[config.mk]
export PLATFORM = sky130hd
export DESIGN_NAME = fwd_source_pipe
export DESIGN_NICKNAME = d
export VERILOG_FILES = /design/src/rtl/fwd_source_pipe.sv
export SDC_FILE = /design/constraint.sdc
export NUM_CORES = 1
export LEC_CHECK = 0
export CAP_MARGIN = 20
export CORE_UTILIZATION = 27
export DETAILED_ROUTE_END_ITERATION = 7
export PLACE_DENSITY = 0.51
export SYNTH_ARGS = -nofsm -noshare
export SYNTH_HDL_FRONTEND = slang
export SYNTH_SLANG_ARGS = --single-unit
[constraint.sdc]
create_clock -name clk -period 3.1 [get_ports clk]
set_input_delay 0.93 -clock clk [delete_from_list [all_inputs] [get_ports clk]]
set_output_delay 0.93 -clock clk [all_outputs]
set_load 0.02 [all_outputs]
[src/rtl/fwd_source_pipe.sv]
// rtl/fwd_source_pipe.sv - EX_MEM / MEM_WB / WB_ID result stages feeding operand forwarding
//
// Holds the three post-EX tag/result stages that the forwarding mux reads.
// It also detects the load-use hazard against the instruction now in EX,
// inserts the single bubble that resolves it, and counts those bubbles.
module fwd_source_pipe #(
  parameter int XLEN = 32,
  parameter int CNTW = 16
) (
  input  logic            clk,
  input  logic            Rst,
  input  logic            ex_valid,
  input  logic            ex_regwrite,
  input  logic            ex_memread,
  input  logic [4:0]      ex_rd,
  input  logic [XLEN-1:0] ex_alures,
  input  logic [XLEN-1:0] mem_rdata,
  input  logic [4:0]      id_ex_rs1,
  input  logic [4:0]      id_ex_rs2,
  input  logic            stall,
  input  logic            flush,
  output logic            EX_MEM_regwrite,
  output logic            EX_MEM_memread,
  output logic [4:0]      EX_MEM_rd,
  output logic [XLEN-1:0] alures,
  output logic            MEM_WB_regwrite,
  output logic [4:0]      MEM_WB_rd,
  output logic [XLEN-1:0] memres,
  output logic            WB_ID_regwrite,
  output logic [4:0]      WB_ID_rd,
  output logic [XLEN-1:0] wbres,
  output logic            load_use_stall,
  output logic [CNTW-1:0] lu_count
);

  localparam logic [CNTW-1:0] LU_MAX = '1;
  localparam logic [CNTW-1:0] LU_ONE = CNTW'(1);

  // EX_MEM stage
  logic            ex_mem_regwrite_q, ex_mem_regwrite_d;
  logic            ex_mem_memread_q,  ex_mem_memread_d;
  logic [4:0]      ex_mem_rd_q,       ex_mem_rd_d;
  logic [XLEN-1:0] ex_mem_alures_q,   ex_mem_alures_d;

  // MEM_WB stage
  logic            mem_wb_regwrite_q, mem_wb_regwrite_d;
  logic [4:0]      mem_wb_rd_q,       mem_wb_rd_d;
  logic [XLEN-1:0] mem_wb_res_q,      mem_wb_res_d;

  // WB_ID stage
  logic            wb_id_regwrite_q,  wb_id_regwrite_d;
  logic [4:0]      wb_id_rd_q,        wb_id_rd_d;
  logic [XLEN-1:0] wb_id_res_q,       wb_id_res_d;

  // Load-use bubble counter
  logic [CNTW-1:0] lu_count_q,        lu_count_d;

  logic cap_regwrite;
  logic cap_memread;
  logic hazard;
  logic bubble;

  // Qualify the EX-stage instruction; x0 is never a real destination
  always_comb begin
    cap_regwrite = ex_valid & ex_regwrite & (ex_rd != 5'd0);
    cap_memread  = ex_valid & ex_memread  & (ex_rd != 5'd0);
  end

  // Load in EX_MEM whose result the EX instruction needs: data not ready yet
  always_comb begin
    hazard = ex_mem_regwrite_q & ex_mem_memread_q &
             ((ex_mem_rd_q == id_ex_rs1) | (ex_mem_rd_q == id_ex_rs2));
  end

  // A flush or a hazard replaces the EX capture with an empty slot
  always_comb begin
    bubble = flush | hazard;
  end

  // EX_MEM next state: hold on stall, bubble on flush/hazard, else capture EX
  always_comb begin
    ex_mem_regwrite_d = ex_mem_regwrite_q;
    ex_mem_memread_d  = ex_mem_memread_q;
    ex_mem_rd_d       = ex_mem_rd_q;
    ex_mem_alures_d   = ex_mem_alures_q;
    if (!stall) begin
      if (bubble) begin
        ex_mem_regwrite_d = 1'b0;
        ex_mem_memread_d  = 1'b0;
        ex_mem_rd_d       = 5'd0;
        ex_mem_alures_d   = '0;
      end else begin
        ex_mem_regwrite_d = cap_regwrite;
        ex_mem_memread_d  = cap_memread;
        ex_mem_rd_d       = ex_rd;
        ex_mem_alures_d   = ex_alures;
      end
    end
  end

  // MEM_WB next state: loads take memory data, everything else the ALU result
  always_comb begin
    mem_wb_regwrite_d = mem_wb_regwrite_q;
    mem_wb_rd_d       = mem_wb_rd_q;
    mem_wb_res_d      = mem_wb_res_q;
    if (!stall) begin
      mem_wb_regwrite_d = ex_mem_regwrite_q;
      mem_wb_rd_d       = ex_mem_rd_q;
      mem_wb_res_d      = ex_mem_memread_q ? mem_rdata : ex_mem_alures_q;
    end
  end

  // WB_ID next state: plain copy of MEM_WB, so the writeback value stays forwardable
  always_comb begin
    wb_id_regwrite_d = wb_id_regwrite_q;
    wb_id_rd_d       = wb_id_rd_q;
    wb_id_res_d      = wb_id_res_q;
    if (!stall) begin
      wb_id_regwrite_d = mem_wb_regwrite_q;
      wb_id_rd_d       = mem_wb_rd_q;
      wb_id_res_d      = mem_wb_res_q;
    end
  end

  // Count bubbles caused by hazards only; flush-caused bubbles do not count
  always_comb begin
    lu_count_d = lu_count_q;
    if (!stall && !flush && hazard && (lu_count_q != LU_MAX)) begin
      lu_count_d = lu_count_q + LU_ONE;
    end
  end

  // Stage and counter registers, cleared asynchronously
  always_ff @(posedge clk or negedge Rst) begin
    if (!Rst) begin
      ex_mem_regwrite_q <= 1'b0;
      ex_mem_memread_q  <= 1'b0;
      ex_mem_rd_q       <= 5'd0;
      ex_mem_alures_q   <= '0;
      mem_wb_regwrite_q <= 1'b0;
      mem_wb_rd_q       <= 5'd0;
      mem_wb_res_q      <= '0;
      wb_id_regwrite_q  <= 1'b0;
      wb_id_rd_q        <= 5'd0;
      wb_id_res_q       <= '0;
      lu_count_q        <= '0;
    end else begin
      ex_mem_regwrite_q <= ex_mem_regwrite_d;
      ex_mem_memread_q  <= ex_mem_memread_d;
      ex_mem_rd_q       <= ex_mem_rd_d;
      ex_mem_alures_q   <= ex_mem_alures_d;
      mem_wb_regwrite_q <= mem_wb_regwrite_d;
      mem_wb_rd_q       <= mem_wb_rd_d;
      mem_wb_res_q      <= mem_wb_res_d;
      wb_id_regwrite_q  <= wb_id_regwrite_d;
      wb_id_rd_q        <= wb_id_rd_d;
      wb_id_res_q       <= wb_id_res_d;
      lu_count_q        <= lu_count_d;
    end
  end

  assign EX_MEM_regwrite = ex_mem_regwrite_q;
  assign EX_MEM_memread  = ex_mem_memread_q;
  assign EX_MEM_rd       = ex_mem_rd_q;
  assign alures          = ex_mem_alures_q;
  assign MEM_WB_regwrite = mem_wb_regwrite_q;
  assign MEM_WB_rd       = mem_wb_rd_q;
  assign memres          = mem_wb_res_q;
  assign WB_ID_regwrite  = wb_id_regwrite_q;
  assign WB_ID_rd        = wb_id_rd_q;
  assign wbres           = wb_id_res_q;
  assign load_use_stall  = hazard;
  assign lu_count        = lu_count_q;

endmodule
==> results of run 1 <==
through the flow:
step / utilization (%) / std cells
after floorplan: - / 409
after global routing: 43.7 / 908
after CTS: 43.6 / 908
final: 43.7 / 908
after detailed placement: 40.4 / 877
after global placement: 40.4 / 877
kinds of logic (layout without fill, tap and decap cells):
family                   after synthesis  in the layout  share of synthesized area (%)
XOR/XNOR                              25             25                           4.08
buffers and inverters                 28            262                           2.22
flip-flops                           131            131                           61.2
AND/OR/NAND/NOR                       73             73                           6.89
AO/OA/AOI/OAI                         74             74                           9.92
adder cells (fa/ha/maj)                1              1                          0.233
multiplexers                          77             77                           15.5
power by group through the flow:
stage	logic (mW)	registers (mW)	clock network, mW
final	1.00	2.00	2.10
after CTS	1.02	2.00	2.17
after global placement	1.01	2.02	0
after global routing	1.06	2.03	2.24
after floorplan	0.229	2.22	0
after detailed placement	1.02	2.03	0
registers in the layout (all words and copies together) (netlist names):
register	cells
EX_MEM_memread	1
EX_MEM_rd	5
EX_MEM_regwrite	1
MEM_WB_rd	5
MEM_WB_regwrite	1
WB_ID_rd	5
WB_ID_regwrite	1
alures	32
lu_count	16
memres	32
wbres	32
metal layers:
layer	vias up	global-route usage (%)
met5	-	0
met4	0	5.38
met3	10	5.00
met2	130	23.6
met1	2030	18.0
li1	1911	-
what timing repair did:
| action | 4_1_cts | 5_1_grt |
|---|---|---|
| endpoints found under the hold margin | 0 | 0 |
| setup buffers | 0 | 0 |
| pin swaps | 1 | 7 |
| endpoints found under the setup margin | 1 | 1 |
| resized for setup | 4 | 9 |
| hold buffers | 0 | 0 |
cells in the final DEF (no fill, tap or decap), drive strengths merged, types with 8 or more instances in the layout:
master         synthesis  layout
xor2                  14      14
buf                    8      15
xnor2                 11      11
nand2                 38      38
mux2                  45      45
clkdlybuf4s50          0     207
dfrtp                131     131
nand3                  8       8
o21ai                 32      32
a22o                  39      39
clkbuf                18      19
mux2i                 32      32
path summary, 6_finish.rpt:
check	cells past startpoint	end	slack, ns	from
max in group asynchronous	2	lu_count[8]$_DFFE_PN0P_	1.87	Rst
min	1	memres[7]$_DFFE_PN0N_	0.47	Rst
max	6	load_use_stall	0.07	id_ex_rs2[4]
max reg2reg	6	lu_count[1]$_DFFE_PN0P_	1.02	EX_MEM_rd[1]$_DFFE_PN0N_
min reg2reg	1	lu_count[11]$_DFFE_PN0P_	0.49	lu_count[11]$_DFFE_PN0P_
min in group clk	1	lu_count[11]$_DFFE_PN0P_	0.49	lu_count[11]$_DFFE_PN0P_
layout make-up:
type                            instances  area, um^2  area share, %
Sequential cell                       131        3280           38.5
Timing Repair Buffer                  229        2300           27.1
Multi-Input combinational cell        250        1960           23.1
Clock buffer                           19         443           5.20
Tap cell                              265         332           3.90
Clock inverter                         12         181           2.13
Inverter                                2        7.51         0.0882
==> reports/metrics.yaml, run 1 <==
power_and_ir_drop:
  switching_share_pct: 26.0
  switchingPower_mw: 1.33
  combPwrFrac_pct: 19.6
  powerDensity_nw_per_um2: 599
  pwr-share-seq_pct: 39.2
  irDropWorstVdd_uv: 352
  total_leakage_power_nw: 3.71
  internal-power_mw: 3.78
  clock_power_share_pct: 41.2
  power.total_mw: 5.10
setup_path:
  critPathCaptureType: "output pin"
  max_stage_delay_ns: 0.47
  cp_max_fo: 2
  cp_cell_sequence: "clkdlybuf4s50_1 -> xnor2_1 -> nand4_1 -> o22a_1 -> inv_1 -> buf_6"
  worst-setup-path-type: "primary input to output pin"
  cp.required_ns: 2.17
  startpoint_type: "primary input"
  critPathBufInv: 3
  slowest_stage: "clkdlybuf4s50_1"
  critical-path-top-delay-family: "buffers and inverters"
  arrival_ns: 2.10
floorplanning:
  initial_utilization_pct: 27.5
  die-area_um2: 20400
  coreArea_um2: 19500
  die_w_um: 143
  ioPinCount: 218
  rows: 51
  die_y_um: 143
grt:
  grt.total_usage_pct: 14.6
  grt_pass1_vias: 4280
  overflow: 0
  grt_pass1_wl_mm: 22.8
  grt_max_degree: 148
  antenna_found_initial: 0
timing:
  rsz0062_at_grt: "no"
  fin_crit_sh_pct: 97.9
  hold_viol: 0
  layout_setup_ws_ns: 0.0666
  setup_viol: 0
  max_slew.worst_pin.slew_ns: 0.677
  drv_slew: 0
  min_period_ns: 3.03
  tns_ns: 0
  relSlewSlack_pct: 54.9
  holdWs_ns: 0.471
  fmax_mhz: 330
  skew_ns: 0.00939
place:
  gp_congestion: 0.706
  dpl_cell_area_um2: 7870
  post-dp-hpwl_mm: 10.3
  dpl_worst_slack_ns: -0.457
  port-buffer-count: 217
cts:
  clockBufferDepth: 2
  cts_buffers: 17
  htreeDepth: 4
  clock_latency_ns: 0.40
  path_clk_slew_ns: 0.06
  cts_tree: "done"
  root_buffer: "clkbuf_16"
  cts_num_sinks: 131
worst_hold_path:
  min_path_type: "primary input to asynchronous set/reset pin"
yosys:
  synth_cells: 409
  synth_area_um2: 5360
  synth_edf_count: 0
  yosys-top-cells-count: "dfrtp_1, mux2_2, a22o_1"
  ys_seq_area_share_pct: 61.2
  yosysUniqueCellTypes: 32
  yosysTopAreaCell: "dfrtp_1"
  synthTopCellsByArea: "dfrtp_1, mux2_2, a22o_1"
  ys.flop_type: "dfrtp_1"
  yosysTopAreaCellShare_pct: 61.2
  syn_area_per_cell_um2: 13.1
  synthesis.nets: 496
  ys_ff_latch: 131
  ys_warn_count: 0
  async_flop_share_pct: 100
  yosysMostFrequentCell: "dfrtp_1"
final_layout:
  synthToLayoutAreaGrowth_pct: 58.8
  fin_nets: 718
  antenna_cells: 0
  postLayoutCellArea_um2: 8510
  drive_gt1_share_pct: 14.9
  num-fill-cells: 1823
route:
  avgViaCountPerCell: 4.49
  drt-initial-drc-count: 159
  wl_met3_mm: 1.03
  routed-wl-met2_mm: 7.07
  first_pass_iters: 4
  routedLengthMet1_mm: 6.19
  wl_per_cell_um: 15.9
  ant_nets: 0
  vias: 4081
  dr.max_layer_used: "met4"
  drc: 0
  routed_wirelength_mm: 14.5
status:
  status: "finished clean"
run:
  cap_violations: 0
No activity file was read; power rests on OpenSTA's default activity.
==> inputs of run 2 (changes only) <==
--- a/config.mk
+++ b/config.mk
@@ -7,6 +7,7 @@
 export LEC_CHECK = 0
 export CAP_MARGIN = 20
 export CORE_UTILIZATION = 27
+export CTS_BUF_LIST = sky130_fd_sc_hd__clkbuf_4 sky130_fd_sc_hd__clkbuf_8 sky130_fd_sc_hd__clkbuf_16
 export DETAILED_ROUTE_END_ITERATION = 7
 export PLACE_DENSITY = 0.51
 export SYNTH_ARGS = -nofsm -noshare
==> run 2 against run 1 <==
  * Clock skew is essentially flat
  * Sequential power about the same
  * Count of clock-buffer cells in the layout unchanged
  * Sequential share of layout area is essentially flat
  * Critical path depth stayed put
  * Worst setup slack unchanged
  * Routed wire length is essentially flat
  * Sequential cell count did not move
  * Utilization about the same
  * Final cell count unchanged
  * Maximum frequency stayed put
  * Largest cell class unchanged
==> reports/metrics.yaml, run 2 (synthesis results as in run 1) <==
final_layout:
  synthToLayoutAreaGrowth_pct: 58.8  # about the same
  num-fill-cells: 1823  # unchanged
  antenna_cells: 0  # unchanged
  final_core_util_pct: 43.7  # about the same
  final_cell_mix: "clkdlybuf4s50_1, dfrtp_1, mux2_2"  # unchanged
  final_common_cell: "clkdlybuf4s50_1"  # unchanged
  drive_gt1_share_pct: 15.1  # was 14.9%
  fin_nets: 718  # unchanged
cts:
  cts_setup_buffers: 0  # unchanged
  cts_num_sinks: 131  # unchanged
  cts_hold_buf: 0  # unchanged
  clock_latency_ns: 0.40  # about the same
  cts_buffers: 17  # unchanged
  htreeDepth: 4  # unchanged
  clockBufferDepth: 2  # unchanged
  cts_tree: "done"  # unchanged
  path_clk_slew_ns: 0.06  # about the same
  root_buffer: "clkbuf_16"  # unchanged
route:
  first_pass_iters: 4  # unchanged
  routed_wirelength_mm: 14.5  # about the same
  wl_per_cell_um: 15.9  # about the same
  ant_nets: 0  # unchanged
  avgViaCountPerCell: 4.50  # was 4.49
  vias: 4083  # was 4081
  drt-initial-drc-count: 159  # unchanged
  drc: 0  # unchanged
setup_path:
  slowest_stage: "clkdlybuf4s50_1"  # unchanged
  r2r-end: "lu_count[1]$_DFFE_PN0P_"  # unchanged
  worst-setup-path-type: "primary input to output pin"  # unchanged
  endpoint: "load_use_stall"  # unchanged
  r2r_slack_ns: 1.02  # about the same
  arrival_ns: 2.10  # about the same
  cp_cell_sequence: "clkdlybuf4s50_1 -> xnor2_1 -> nand4_1 -> o22a_1 -> inv_1 -> buf_6"  # unchanged
  critPathCaptureType: "output pin"  # unchanged
  r2r_start: "EX_MEM_rd[1]$_DFFE_PN0N_"  # unchanged
  cp.required_ns: 2.17  # about the same
  crit_path_start: "id_ex_rs2[4]"  # unchanged
  max_stage_delay_ns: 0.47  # about the same
  startpoint_type: "primary input"  # unchanged
  r2r_cells: 6  # unchanged
  cp_max_fo: 2  # unchanged
floorplanning:
  die_w_um: 143  # unchanged
  ioPinCount: 218  # unchanged
  rows: 51  # unchanged
  die-area_um2: 20400  # unchanged
  die_y_um: 143  # unchanged
  initial_utilization_pct: 27.5  # unchanged
  coreArea_um2: 19500  # unchanged
timing:
  fmax_mhz: 330  # unchanged
  hold_viol: 0  # unchanged
  max_slew.worst_pin.slew_ns: 0.677  # about the same
  rsz0062_at_grt: "no"  # unchanged
  tns_ns: 0  # unchanged
  skew_ns: 0.00939  # about the same
  fin_crit_sh_pct: 97.9  # unchanged
  min_period_ns: 3.03  # unchanged
  relSlewSlack_pct: 54.9  # about the same
  setup_viol: 0  # unchanged
  drv_slew: 0  # unchanged
place:
  port-buffer-count: 217  # unchanged
  gp_congestion: 0.706  # unchanged
  post-dp-hpwl_mm: 10.3  # unchanged
power_and_ir_drop:
  irDropWorstVdd_uv: 352  # about the same
  powerDensity_nw_per_um2: 600  # was 599 nW/um^2
  total_leakage_power_nw: 3.72  # was 3.71 nW
grt:
  grt_pass1_vias: 4280  # unchanged
  antenna_found_initial: 0  # unchanged
  grt.total_usage_pct: 14.6  # unchanged
  grt_pass1_wl_mm: 22.8  # unchanged
  overflow: 0  # unchanged
  grt_max_degree: 148  # unchanged
status:
  status: "finished clean"  # unchanged
worst_hold_path:
  min_path_type: "primary input to asynchronous set/reset pin"  # unchanged
run:
  cap_violations: 0  # unchanged
[run 2: cell type report]
cell class / count / area (um^2) / share of cell area, %
Clock buffer: 19 / 447 / 5.25
Multi-Input combinational cell: 250 / 1960 / 23.1
Timing Repair Buffer: 229 / 2300 / 27.1
Clock inverter: 12 / 181 / 2.13
Sequential cell: 131 / 3280 / 38.5
Inverter: 2 / 7.51 / 0.0882
Tap cell: 265 / 332 / 3.89
[run 2: metal layers]
metal  GRT usage, %  wire length, um
met5              0                0
met4           5.38              181
met1           18.0             6190
met2           23.6             7070
met3           5.00             1030
[run 2: worst max-delay path: cells and delay by family]
| kind | cells | cell delay, ns |
|---|---|---|
| buf+inv | 3 | 0.67 |
| compound gates | 1 | 0.25 |
| simple gates | 1 | 0.13 |
| xor+xnor | 1 | 0.11 |
[run 2: worst min path at each step]
stage | start | end | slack [ns] | depth (start not counted)
6_report | Rst | memres[7]$_DFFE_PN0N_ | 0.47 | 1
5_1_grt | Rst | memres[7]$_DFFE_PN0N_ | 0.49 | 1
4_1_cts | Rst | memres[7]$_DFFE_PN0N_ | 0.47 | 1
3_5_place_dp | lu_count[11]$_DFFE_PN0P_ | lu_count[11]$_DFFE_PN0P_ | 0.48 | 1
3_3_place_gp | lu_count[11]$_DFFE_PN0P_ | lu_count[11]$_DFFE_PN0P_ | 0.48 | 1
2_1_floorplan | lu_count[11]$_DFFE_PN0P_ | lu_count[11]$_DFFE_PN0P_ | 0.59 | 1
[run 2: repair_timing]
action,4_1_cts,5_1_grt
pin swaps,1,7
gates resized for setup,4,9
setup endpoints to repair,1,1
[run 2: metrics by stage]
step                cell area [um^2]  hold WS (ns)  instances  power [mW]  worst slack [ns]
finish                          8510         0.471        908        5.11            0.0666
global route                    8510         0.494        908        5.34           0.00102
CTS                             8490         0.475        908        5.21           0.00214
detailed placement              7870         0.479        877        3.05            -0.457
global placement                7870         0.477        877        3.03            -0.452
floorplan                       5360         0.589        409        2.45             0.327
[run 2: report_power, final]
| part | total [mW] | internal, mW | switching, mW |
|---|---|---|---|
| clock network | 2.11 | 1.38 | 0.735 |
| logic | 1.00 | 0.528 | 0.473 |
| registers | 2.00 | 1.88 | 0.117 |
